[src/rtl/stim_pkg.sv]
// Shared types and constants for the stimulus generator: mode and FSM encodings,
// LFSR polynomial and seed, plus the single-step LFSR function.
package stim_pkg;

  typedef enum logic [1:0] {
    RANDOM   = 2'd0,
    WR_SWEEP = 2'd1,
    RD_SWEEP = 2'd2,
    WR_RD    = 2'd3
  } mode_e;

  typedef enum logic [1:0] {
    IDLE = 2'd0,
    RUN  = 2'd1,
    DONE = 2'd2
  } state_e;

  // Right-shifting Galois form of x^16+x^14+x^13+x^11+1.
  localparam logic [15:0] LFSR_TAPS    = 16'hB400;
  localparam logic [15:0] DEFAULT_SEED = 16'hACE1;

  function automatic logic [15:0] lfsr_next(input logic [15:0] s);
    return s[0] ? ((s >> 1) ^ LFSR_TAPS) : (s >> 1);
  endfunction

endpackage

[src/rtl/stim_gen_if.sv]
// Downstream stimulus bus: one transaction (addr/wr/en) qualified by valid,
// accepted by ready.
interface stim_gen_if #(
  parameter int ADDR_W = 6
);
  logic [ADDR_W-1:0] addr;
  logic              wr;
  logic              en;
  logic              valid;
  logic              ready;

  modport master (output addr, wr, en, valid, input ready);
  modport slave  (input addr, wr, en, valid, output ready);
endinterface

[src/rtl/lfsr16.sv]
// 16-bit Galois LFSR that steps once per cycle with adv high; a zero seed
// would lock up, so it falls back to the default seed.
module lfsr16
  import stim_pkg::*;
#(
  parameter logic [15:0] SEED = DEFAULT_SEED
) (
  input  logic        clk,
  input  logic        rst,
  input  logic        adv,
  output logic [15:0] q
);

  localparam logic [15:0] RST_VAL = (SEED == 16'h0000) ? DEFAULT_SEED : SEED;

  logic [15:0] q_q, q_d;

  always_comb q_d = adv ? lfsr_next(q_q) : q_q;

  // NOTE: sequential state uses non-blocking assignments so every flop
  // samples pre-edge values regardless of block ordering.
  always_ff @(posedge clk or posedge rst) begin
    if (rst) q_q <= RST_VAL;
    else     q_q <= q_d;
  end

  assign q = q_q;

endmodule

[src/rtl/stim_gen.sv]
// Stimulus generator: on start, emits num_txn transactions in the selected
// mode over a valid/ready bus, then pulses done for one cycle.
module stim_gen
  import stim_pkg::*;
#(
  parameter int          ADDR_W = 6,
  parameter int          CNT_W  = 16,
  parameter logic [15:0] SEED   = 16'hACE1
) (
  input  logic             clk,
  input  logic             rst,
  input  logic             start,
  input  logic [1:0]       mode,
  input  logic [CNT_W-1:0] num_txn,
  output logic             busy,
  output logic             done,
  stim_gen_if.master       bus
);

  typedef struct packed {
    logic [ADDR_W-1:0] addr;
    logic              wr;
    logic              en;
  } txn_t;

  state_e            state_q, state_d;
  mode_e             mode_q, mode_d;
  logic [CNT_W-1:0]  num_q, num_d;
  logic [CNT_W-1:0]  cnt_q, cnt_d;
  logic [ADDR_W-1:0] seq_q, seq_d;
  txn_t              txn_q, txn_d;
  logic              valid_q, valid_d;
  logic              busy_q, busy_d;
  logic              done_q, done_d;

  logic              hs;
  logic              lfsr_adv;
  logic [15:0]       lfsr_q;
  logic [15:0]       lfsr_nxt;

  lfsr16 #(.SEED(SEED)) u_lfsr (
    .clk (clk),
    .rst (rst),
    .adv (lfsr_adv),
    .q   (lfsr_q)
  );

  // Outputs are registered, so the next transaction is built from the
  // post-handshake LFSR/seq/index values rather than the current ones.
  function automatic txn_t gen_txn(input mode_e m, input logic [15:0] rnd,
                                   input logic [ADDR_W-1:0] seq, input logic odd);
    txn_t t;
    case (m)
      RANDOM:   t = '{addr: rnd[ADDR_W-1:0], wr: rnd[8], en: rnd[9]};
      WR_SWEEP: t = '{addr: seq, wr: 1'b1, en: 1'b1};
      RD_SWEEP: t = '{addr: seq, wr: 1'b0, en: 1'b1};
      default:  t = '{addr: seq, wr: ~odd, en: 1'b1};
    endcase
    return t;
  endfunction

  assign hs       = valid_q & bus.ready;
  assign lfsr_nxt = lfsr_next(lfsr_q);

  // NOTE: every signal written here gets a default first, so no path through
  // the case can leave one unassigned and infer a latch.
  always_comb begin
    state_d  = state_q;
    mode_d   = mode_q;
    num_d    = num_q;
    cnt_d    = cnt_q;
    seq_d    = seq_q;
    txn_d    = '0;
    valid_d  = 1'b0;
    done_d   = 1'b0;
    lfsr_adv = 1'b0;

    case (state_q)
      IDLE: begin
        if (start) begin
          mode_d = mode_e'(mode);
          num_d  = num_txn;
          cnt_d  = '0;
          seq_d  = '0;
          if (num_txn != '0) begin
            state_d = RUN;
            valid_d = 1'b1;
            txn_d   = gen_txn(mode_e'(mode), lfsr_q, '0, 1'b0);
          end else begin
            state_d = DONE;
            done_d  = 1'b1;
          end
        end
      end

      RUN: begin
        valid_d = 1'b1;
        txn_d   = txn_q;
        if (hs) begin
          cnt_d    = cnt_q + 1'b1;
          lfsr_adv = (mode_q == RANDOM);
          // WR_RD revisits each address twice: seq moves on after the read.
          if (mode_q == WR_SWEEP || mode_q == RD_SWEEP || (mode_q == WR_RD && cnt_q[0]))
            seq_d = seq_q + 1'b1;
          if (cnt_d == num_q) begin
            state_d = DONE;
            valid_d = 1'b0;
            done_d  = 1'b1;
            txn_d   = '0;
          end else begin
            txn_d = gen_txn(mode_q, lfsr_nxt, seq_d, cnt_d[0]);
          end
        end
      end

      DONE:    state_d = IDLE;
      default: state_d = IDLE;
    endcase

    busy_d = (state_d != IDLE);
  end

  always_ff @(posedge clk or posedge rst) begin
    if (rst) begin
      state_q <= IDLE;
      mode_q  <= RANDOM;
      num_q   <= '0;
      cnt_q   <= '0;
      seq_q   <= '0;
      txn_q   <= '0;
      valid_q <= 1'b0;
      busy_q  <= 1'b0;
      done_q  <= 1'b0;
    end else begin
      state_q <= state_d;
      mode_q  <= mode_d;
      num_q   <= num_d;
      cnt_q   <= cnt_d;
      seq_q   <= seq_d;
      txn_q   <= txn_d;
      valid_q <= valid_d;
      busy_q  <= busy_d;
      done_q  <= done_d;
    end
  end

  assign bus.addr  = txn_q.addr;
  assign bus.wr    = txn_q.wr;
  assign bus.en    = txn_q.en;
  assign bus.valid = valid_q;
  assign busy      = busy_q;
  assign done      = done_q;

endmodule

[src/flat_wrapper.sv]
// flat-port wrapper written by rule: the top's interface ports become plain ports
module stim_gen_flat import stim_pkg::*;
#(
  parameter int          ADDR_W = 6,
  parameter int          CNT_W  = 16,
  parameter logic [15:0] SEED   = 16'hACE1
)
  (clk, rst, start, mode, num_txn, busy, done, bus_addr, bus_wr, bus_en, bus_valid, bus_ready);
  stim_gen_if #(.ADDR_W(ADDR_W)) bus_i ();
  input  logic clk;
  input  logic rst;
  input  logic start;
  input  logic [1:0] mode;
  input  logic [CNT_W-1:0] num_txn;
  output logic busy;
  output logic done;
  output wire logic [$bits(bus_i.addr)-1:0] bus_addr;
  output wire logic [$bits(bus_i.wr)-1:0] bus_wr;
  output wire logic [$bits(bus_i.en)-1:0] bus_en;
  output wire logic [$bits(bus_i.valid)-1:0] bus_valid;
  input wire logic [$bits(bus_i.ready)-1:0] bus_ready;
  assign bus_addr = bus_i.addr;
  assign bus_wr = bus_i.wr;
  assign bus_en = bus_i.en;
  assign bus_valid = bus_i.valid;
  assign bus_i.ready = bus_ready;
  stim_gen #(.ADDR_W(ADDR_W), .CNT_W(CNT_W), .SEED(SEED)) u_core (.clk(clk), .rst(rst), .start(start), .mode(mode), .num_txn(num_txn), .busy(busy), .done(done), .bus(bus_i));
endmodule
[config.mk]
export PLATFORM = sky130hd
export DESIGN_NAME = stim_gen_flat
export DESIGN_NICKNAME = d
export VERILOG_FILES = /design/src/rtl/stim_pkg.sv /design/src/rtl/stim_gen_if.sv /design/src/rtl/lfsr16.sv /design/src/rtl/stim_gen.sv /design/src/flat_wrapper.sv
export SDC_FILE = /design/constraint.sdc
export NUM_CORES = 1
export LEC_CHECK = 0
export BUFFER_PORTS_ARGS = -buffer_cell sky130_fd_sc_hd__clkbuf_2
export CORE_MARGIN = 2
export CORE_UTILIZATION = 30
export DETAILED_ROUTE_END_ITERATION = 12
export MAX_ROUTING_LAYER = met4
export PLACE_DENSITY = 0.53
export SETUP_SLACK_MARGIN = 0.4
export SLEW_MARGIN = 20
export SYNTH_ARGS = -nofsm -noshare
export SYNTH_HDL_FRONTEND = slang
export SYNTH_HIERARCHICAL = 1
export SYNTH_SLANG_ARGS = --single-unit
[constraint.sdc]
create_clock -name clk -period 2.1 [get_ports clk]
set_input_delay 0.21 -clock clk [delete_from_list [all_inputs] [get_ports clk]]
set_output_delay 0.21 -clock clk [all_outputs]
set_load 0.01 [all_outputs]
-- Word level (Yosys, flattened, before mapping)
Cells that the tools add are included.
- multiplexer cells: 32
- reduce and logical (&&, ||, !) cells: 11
- equal/unequal tests: 8
- bitwise operators: 3
- $add $sub $neg: 2
- operator list (operator ; count):
    16-bit two-way mux ; 3
    8-bit two-way mux ; 4
    16-bit one-hot mux with 2 select lines ; 1
    8-bit one-hot mux with 2 select lines ; 2
    8-bit one-hot mux with 3 select lines ; 1
    6-bit two-way mux ; 3
    16-bit by 1-bit adder with 16-bit output (second input constant) ; 1
    16-bit == test ; 1
    16-bit nonzero test ; 1
    6-bit one-hot mux with 2 select lines ; 1
    1-bit two-way mux ; 10
    2-bit two-way mux ; 4
    6-bit by 1-bit adder with 6-bit output (second input constant) ; 1
    2-bit == test (second input constant) ; 3
    2-bit logical NOT ; 3
    2-bit by 1-bit == test with 1-bit output (second input constant) ; 2
    3-bit NOT with 4-bit output ; 1
    1-bit one-hot mux with 2 select lines ; 2
    2-bit one-hot mux with 2 select lines ; 1
    2-bit nonzero test ; 2
    3-bit AND reduction ; 1
    1-bit logical OR ; 2
    2-bit by 1-bit inequality test with 1-bit output (second input constant) ; 1
    2-bit inequality test (second input constant) ; 1
    4 further kinds ; 4
- flip-flop bits (word level): 69
- output and inout bits: 11
- input port bits: 22
- logic and storage cells: 68

-- Depth between registers and ports, before layout
- depth after elaboration: 8
- mapped depth: 9
- gate-level depth less buffers: 8

-- Hierarchy
The synthesis kept the hierarchy.
- by module, submodules not included (module ; sequential area each (um^2) ; times used ; cells each ; area an instance (um^2)):
    stim_gen ; 1326.3 ; 1 ; 349 ; 3123.0
    lfsr16 ; 410.4 ; 1 ; 41 ; 659.4

-- Worst setup path after synthesis
Ideal clock, no wire load.
- path type: register -> register
- start: register u_core.cnt_q[1]
- end: register u_core.done_q, in the netlist u_core/done
- path buffers: 0
- required time: 2.017 ns
- cell stages (with the launch flop): 8
- setup time: 0.083 ns
- setup slack: -0.123 ns
- clock period less this slack: 2.223 ns
- arrival: 2.140 ns
- cell sequence: dfrtp_1 -> ha_1 -> nand3_2 -> nor4_4 -> xor2_1 -> a311oi_1 -> or4_1 -> o22ai_1
- word-level cells in the longest chain between the ends: 5
- ends and longest elaborated chain (what ; RTL line ; source):
    start, declared ; stim_gen.sv:29 ; logic [CNT_W-1:0] cnt_q, cnt_d;
    start signal, assigned ; stim_gen.sv:138 ; cnt_q <= cnt_d;
    16-bit by 1-bit adder with 16-bit output ; stim_gen.sv:100 ; cnt_d = cnt_q + 1'b1;
    16-bit == test ; stim_gen.sv:105 ; if (cnt_d == num_q) begin
    1-bit two-way mux ; stim_gen.sv:105 ;
    1-bit two-way mux ; stim_gen.sv:99 ; if (hs) begin
    1-bit one-hot mux with 2 select lines ; stim_gen.sv:78 ; case (state_q)
    via u_core.done_d ; stim_gen.sv:34 ; logic done_q, done_d;
    end signal, assigned ; stim_gen.sv:143 ; done_q <= done_d;
    end, declared ; stim_gen.sv:34 ;
The timed path passes the listed nets, and every way through them passes these cells.
A chain may end at the register's enable or synchronous reset.

-- Worst setup path after layout
- start: register u_core.cnt_q[11]
- end: register u_core.state_q[1]
- word-level cells in the longest chain between the ends: 5
- ends and longest elaborated chain (what ; RTL line ; source):
    16-bit by 1-bit adder with 16-bit output ; stim_gen.sv:100 ;
    16-bit == test ; stim_gen.sv:105 ;
    2-bit two-way mux ; stim_gen.sv:105 ;
    2-bit two-way mux ; stim_gen.sv:99 ;
    2-bit one-hot mux with 2 select lines ; stim_gen.sv:78 ;
    via u_core.state_d[1] ; stim_gen.sv:26 ; state_e state_q, state_d;
    end signal, assigned ; stim_gen.sv:135 ; state_q <= state_d;
    end, declared ; stim_gen.sv:26 ;
The timed path passes the listed nets, and every way through them passes these cells.

==> summary.md <==
| Metric | Value |
|---|---|
| Top library cells by usage in the layout, fill and taps aside | 70 x sky130_fd_sc_hd__nand2_1, 58 x sky130_fd_sc_hd__buf_4, 55 x sky130_fd_sc_hd__dfrtp_1 |
| Worst R2R Setup Slack | -0.13 ns |
| Area of the die | 13520 µm² |
| Core outline area | 12470 µm² |
| Unrepaired setup endpoints after global routing | yes |
| Routed length per instance | 15.20 µm |
| Critical path data required time | 2.35 ns |
| Detailed Route Iter0 Violations | 201 |
| Largest stage delay on the critical path | 0.57 ns |
| Hold crit path type | in -> reg |
| Portion of the clock cycle consumed by the worst path in the final layout | 1.062 |
| Clock skew | 0.006872 ns |
| Transition at the pin with the smallest max-transition slack | 0.7482 ns |
| Number of flops mapped to enable cells by yosys | 0 |
| Critical path buffers and inverters | 1 |
| Number of antenna violations at the first check in global routing | 0 |
| CTS Root Buffer Type | sky130_fd_sc_hd__clkbuf_16 |
| Residual overflow from global routing | 0 |
| Failing checks | negative setup slack |
| N_diodes | 0 |
| Count of maximum capacitance violations | 0 |
| Switching power as a share of total power | 0.3802 |
| Global-route usage over all layers | 0.1612 |
| Detailed Routing Iterations Pass 1 | 5 |
| Path depth of the worst reg2reg path | 7 |
| Crit Path Category | reg -> reg |
| Max-slew violations | 0 |
| Biggest fanout along the worst timing path | 5 |
| Most common cell after layout, fill and taps aside | sky130_fd_sc_hd__nand2_1 |
| Number of hold violations in the final report | 0 |
| Total via count in the routed design | 3235 |
| Share of the yosys chip area belonging to registers | 0.4591 |
| Horiz. Die Dim | 116.3 µm |
| Post-layout utilization of the core | 0.4148 |
| Asr flop ratio synth | 1.000 |
| PortBufs | 32 |
| # clock sinks | 69 |
| Count of unresolved DRC violations after routing | 0 |
| Critical path launch point | u_core/cnt_q[11]$_DFFE_PP0P_ |
| Sum of routed wire length over all layers | 9.943 mm |
| Result of the run | finished with violations |
| Internal portion of total power | 4.493 mW |
| FF-to-FF Start | u_core/cnt_q[11]$_DFFE_PP0P_ |
| Power per unit of standard cell area | 1402 nW/µm² |
| Die Height | 116.3 µm |
| # nets final | 506 |
| Setup Total Neg Slack | -0.9192 ns |
| Latest clock arrival within the worst-skew pair | 0.34 ns |
| Starting Density | 0.3034 |
| Type of element capturing the critical path | flip-flop |
| Critical register-to-register path endpoint | u_core/state_q[1]$_DFF_PP0_ |
| Worst slew margin | 0.4973 |
| Family with the most delay on the worst path | compound AO/OA/AOI/OAI gates |
| Post-route cell area | 5171 µm² |
| Synth warn | 6 |
| Hold WS | 0.07608 ns |
| Crit path to | u_core/state_q[1]$_DFF_PP0_ |
| Number of cells on the critical path | 7 |
| Floorplan row count | 41 |
| Crit path launch type | flip-flop |
| CTS Buffer Depth | 2 |
| Unique cell type count in the Yosys netlist | 56 |
| Post-synthesis instance area | 3782 µm² |
| P_sw | 2.756 mW |
| Part of the total power dissipated in combinational logic | 0.454 |
| Crit path max-delay cell type | sky130_fd_sc_hd__or4_1 |
| Worst vdd rail ir drop | 0.5273 mV |
| Leak | 2.289 nW |
| Achievable frequency | 0.4486 GHz |
| Mean Syn Cell Area | 9.698 µm² |
| Clock transition at the register clock pins on the worst setup and hold paths after CTS | 0.06 ns |
| Ports placed on the boundary | 33 |
| Power share of the clock group | 0.232 |
| Mapped Cells | 390 |
| Largest net degree at the start of global routing | 46 |
| Area after DPL | 4496 µm² |
| Final-report setup violation count | 10 |
| Data arrival time at the worst-slack endpoint | 2.48 ns |
| Post-DR vias/cell | 4.946 |
| Routability congestion estimate from global placement | 0.8308 |
| Worst-case setup margin in the final layout | -0.1292 ns |
| Post-synth net total | 419 |
| Power share of the sequential group | 0.313 |
| Area growth from synthesis to layout | 36.72% |
| FF+latch count, synth | 69 |
| Number of nets still failing antenna checks after routing | 0 |
| Final critical path time including I/O delays and setup | 2.229 ns |
| Wire length of the first global-routing pass | 16.32 mm |
| Cell-by-cell listing of the critical path | buf_4, xnor3_1, a22oi_2, a2111oi_4, a211oi_4, or4_1, o22ai_1 |
| Fraction of final layout cells with drive strength greater than 1 | 0.3859 |
| HPWL Detailed | 7.110 mm |
| TritonCTS buffer count | 9 |
| Number of global-route vias before repair | 3153 |
| Most common flop cell mapped by yosys | sky130_fd_sc_hd__dfrtp_1 |
| Level count of the clock H-tree | 3 |
| TritonCTS clock tree | done |
[registers in the layout, indices dropped and copies added, names as in the netlist]
name              cells
u_core/bus.addr       6
u_core/done           1
u_core/state_q        2
u_core/cnt_q         16
u_core/busy           1
u_core/num_q         16
u_core/bus.valid      1
u_core/mode_q         2
u_core/seq_q          6
u_core/bus.wr         1
u_core/bus.en         1
u_core/u_lfsr/q      16
[cell families (layout without fill, tap and decap cells)]
logic type      after synthesis  after routing  synth area share
compound gates               96             96            0.1690
mux                          13             13           0.04267
xor+xnor                     31             31           0.08303
simple gates                146            146            0.1836
flops                        69             69            0.4591
fa+ha+maj                     7              7           0.02315
buf+inv                      28            120           0.03936
[worst min-delay path by stage]
stage,depth (start not counted),startpoint,to,slack [ns]
2_1_floorplan,1,rst,u_core/u_lfsr/q[12]$_DFFE_PP0P_,0.12
3_3_place_gp,2,rst,u_core/bus.en$_DFFE_PP0P_,0.14
3_5_place_dp,2,rst,u_core/bus.en$_DFFE_PP0P_,0.14
4_1_cts,3,num_txn[0],u_core/num_q[0]$_DFFE_PP0P_,0.07
5_1_grt,3,num_txn[4],u_core/num_q[4]$_DFFE_PP0P_,0.09
6_report,3,num_txn[0],u_core/num_q[0]$_DFFE_PP0P_,0.08
[layout make-up]
class	instances	area, µm²
inverter	7	26.28
sequential	69	1744
multi-input combinational	293	2166
tap	172	215.2
clock buffer	9	225.2
fill	1204	7295
timing repair buffer	97	690.7
clock inverter	7	103.9
[through the flow]
stage	setup slack (ns)	std cells	power [mW]
6_report	-0.1292	654	7.248
4_1_cts	-0.1037	649	7.059
3_3_place_gp	-0.2040	623	5.073
2_1_floorplan	-0.02049	390	4.180
3_5_place_dp	-0.2437	623	5.140
5_1_grt	-0.2295	654	7.778
[power by group through the flow]
| stage | Clock [mW] | Sequential (mW) | Combinational (mW) |
|---|---|---|---|
| 2_1_floorplan | 0 | 2.18 | 2.01 |
| 3_3_place_gp | 0 | 2.26 | 2.81 |
| 3_5_place_dp | 0 | 2.27 | 2.87 |
| 4_1_cts | 1.72 | 2.25 | 3.09 |
| 5_1_grt | 1.78 | 2.33 | 3.66 |
| 6_report | 1.68 | 2.27 | 3.29 |
[synth_stat cells (2+ instances only)]
cell / number / area share
sky130_fd_sc_hd__dfstp_2: 8 / 0.056
sky130_fd_sc_hd__xor2_1: 11 / 0.025
sky130_fd_sc_hd__clkbuf_1: 11 / 0.011
sky130_fd_sc_hd__mux2_4: 4 / 0.016
sky130_fd_sc_hd__o21ai_0: 27 / 0.036
sky130_fd_sc_hd__nor2b_1: 3 / 0.0050
sky130_fd_sc_hd__inv_1: 7 / 0.0069
sky130_fd_sc_hd__buf_6: 2 / 0.0060
sky130_fd_sc_hd__o31ai_1: 5 / 0.0099
sky130_fd_sc_hd__and2_1: 3 / 0.0050
sky130_fd_sc_hd__nor4_1: 5 / 0.0083
sky130_fd_sc_hd__nand4_1: 6 / 0.0099
sky130_fd_sc_hd__nor2_1: 26 / 0.026
sky130_fd_sc_hd__and3_1: 3 / 0.0050
sky130_fd_sc_hd__dfrtp_1: 61 / 0.40
sky130_fd_sc_hd__a21oi_1: 14 / 0.019
sky130_fd_sc_hd__and4_1: 2 / 0.0046
sky130_fd_sc_hd__o21ai_1: 8 / 0.011
sky130_fd_sc_hd__xnor2_2: 2 / 0.0086
sky130_fd_sc_hd__nand2_1: 70 / 0.069
sky130_fd_sc_hd__buf_4: 2 / 0.0040
sky130_fd_sc_hd__a21o_1: 2 / 0.0040
sky130_fd_sc_hd__o22ai_1: 2 / 0.0033
sky130_fd_sc_hd__xnor3_1: 2 / 0.012
sky130_fd_sc_hd__o41ai_1: 5 / 0.012
sky130_fd_sc_hd__a2111oi_2: 2 / 0.0079
sky130_fd_sc_hd__a211oi_1: 3 / 0.0060
sky130_fd_sc_hd__buf_2: 4 / 0.0053
sky130_fd_sc_hd__nor3_1: 3 / 0.0040
sky130_fd_sc_hd__a31oi_1: 4 / 0.0066
sky130_fd_sc_hd__mux2_2: 9 / 0.027
sky130_fd_sc_hd__ha_1: 7 / 0.023
sky130_fd_sc_hd__a22oi_1: 15 / 0.030
sky130_fd_sc_hd__xnor2_1: 16 / 0.037
sky130_fd_sc_hd__nand3_1: 11 / 0.015
sky130_fd_sc_hd__a22o_1: 2 / 0.0046
sky130_fd_sc_hd__nor4b_1: 4 / 0.0093
[timing repair]
action / in CTS / in global routing
hold endpoints to repair: 16 / 0
gates resized for setup: 21 / 34
setup endpoints to repair: 24 / 35
pin swaps: 10 / 4
hold buffers: 1 / 0
setup buffers: 9 / 5
[routing by layer]
layer / share of wire / vias to the layer above / track usage
met5: 0 / - / -
met4: 0.015 / 0 / 0.05000
met3: 0.040 / 12 / 0.02802
met2: 0.48 / 67 / 0.2461
met1: 0.46 / 1594 / 0.2194
li1: - / 1562 / -
[worst min-delay path, stage by stage]
cell,delay (ns)
sky130_fd_sc_hd__clkbuf_2,0.09
sky130_fd_sc_hd__nand2_1,0.04
sky130_fd_sc_hd__nand2_1,0.04
Power figures use the tool's default switching activity.
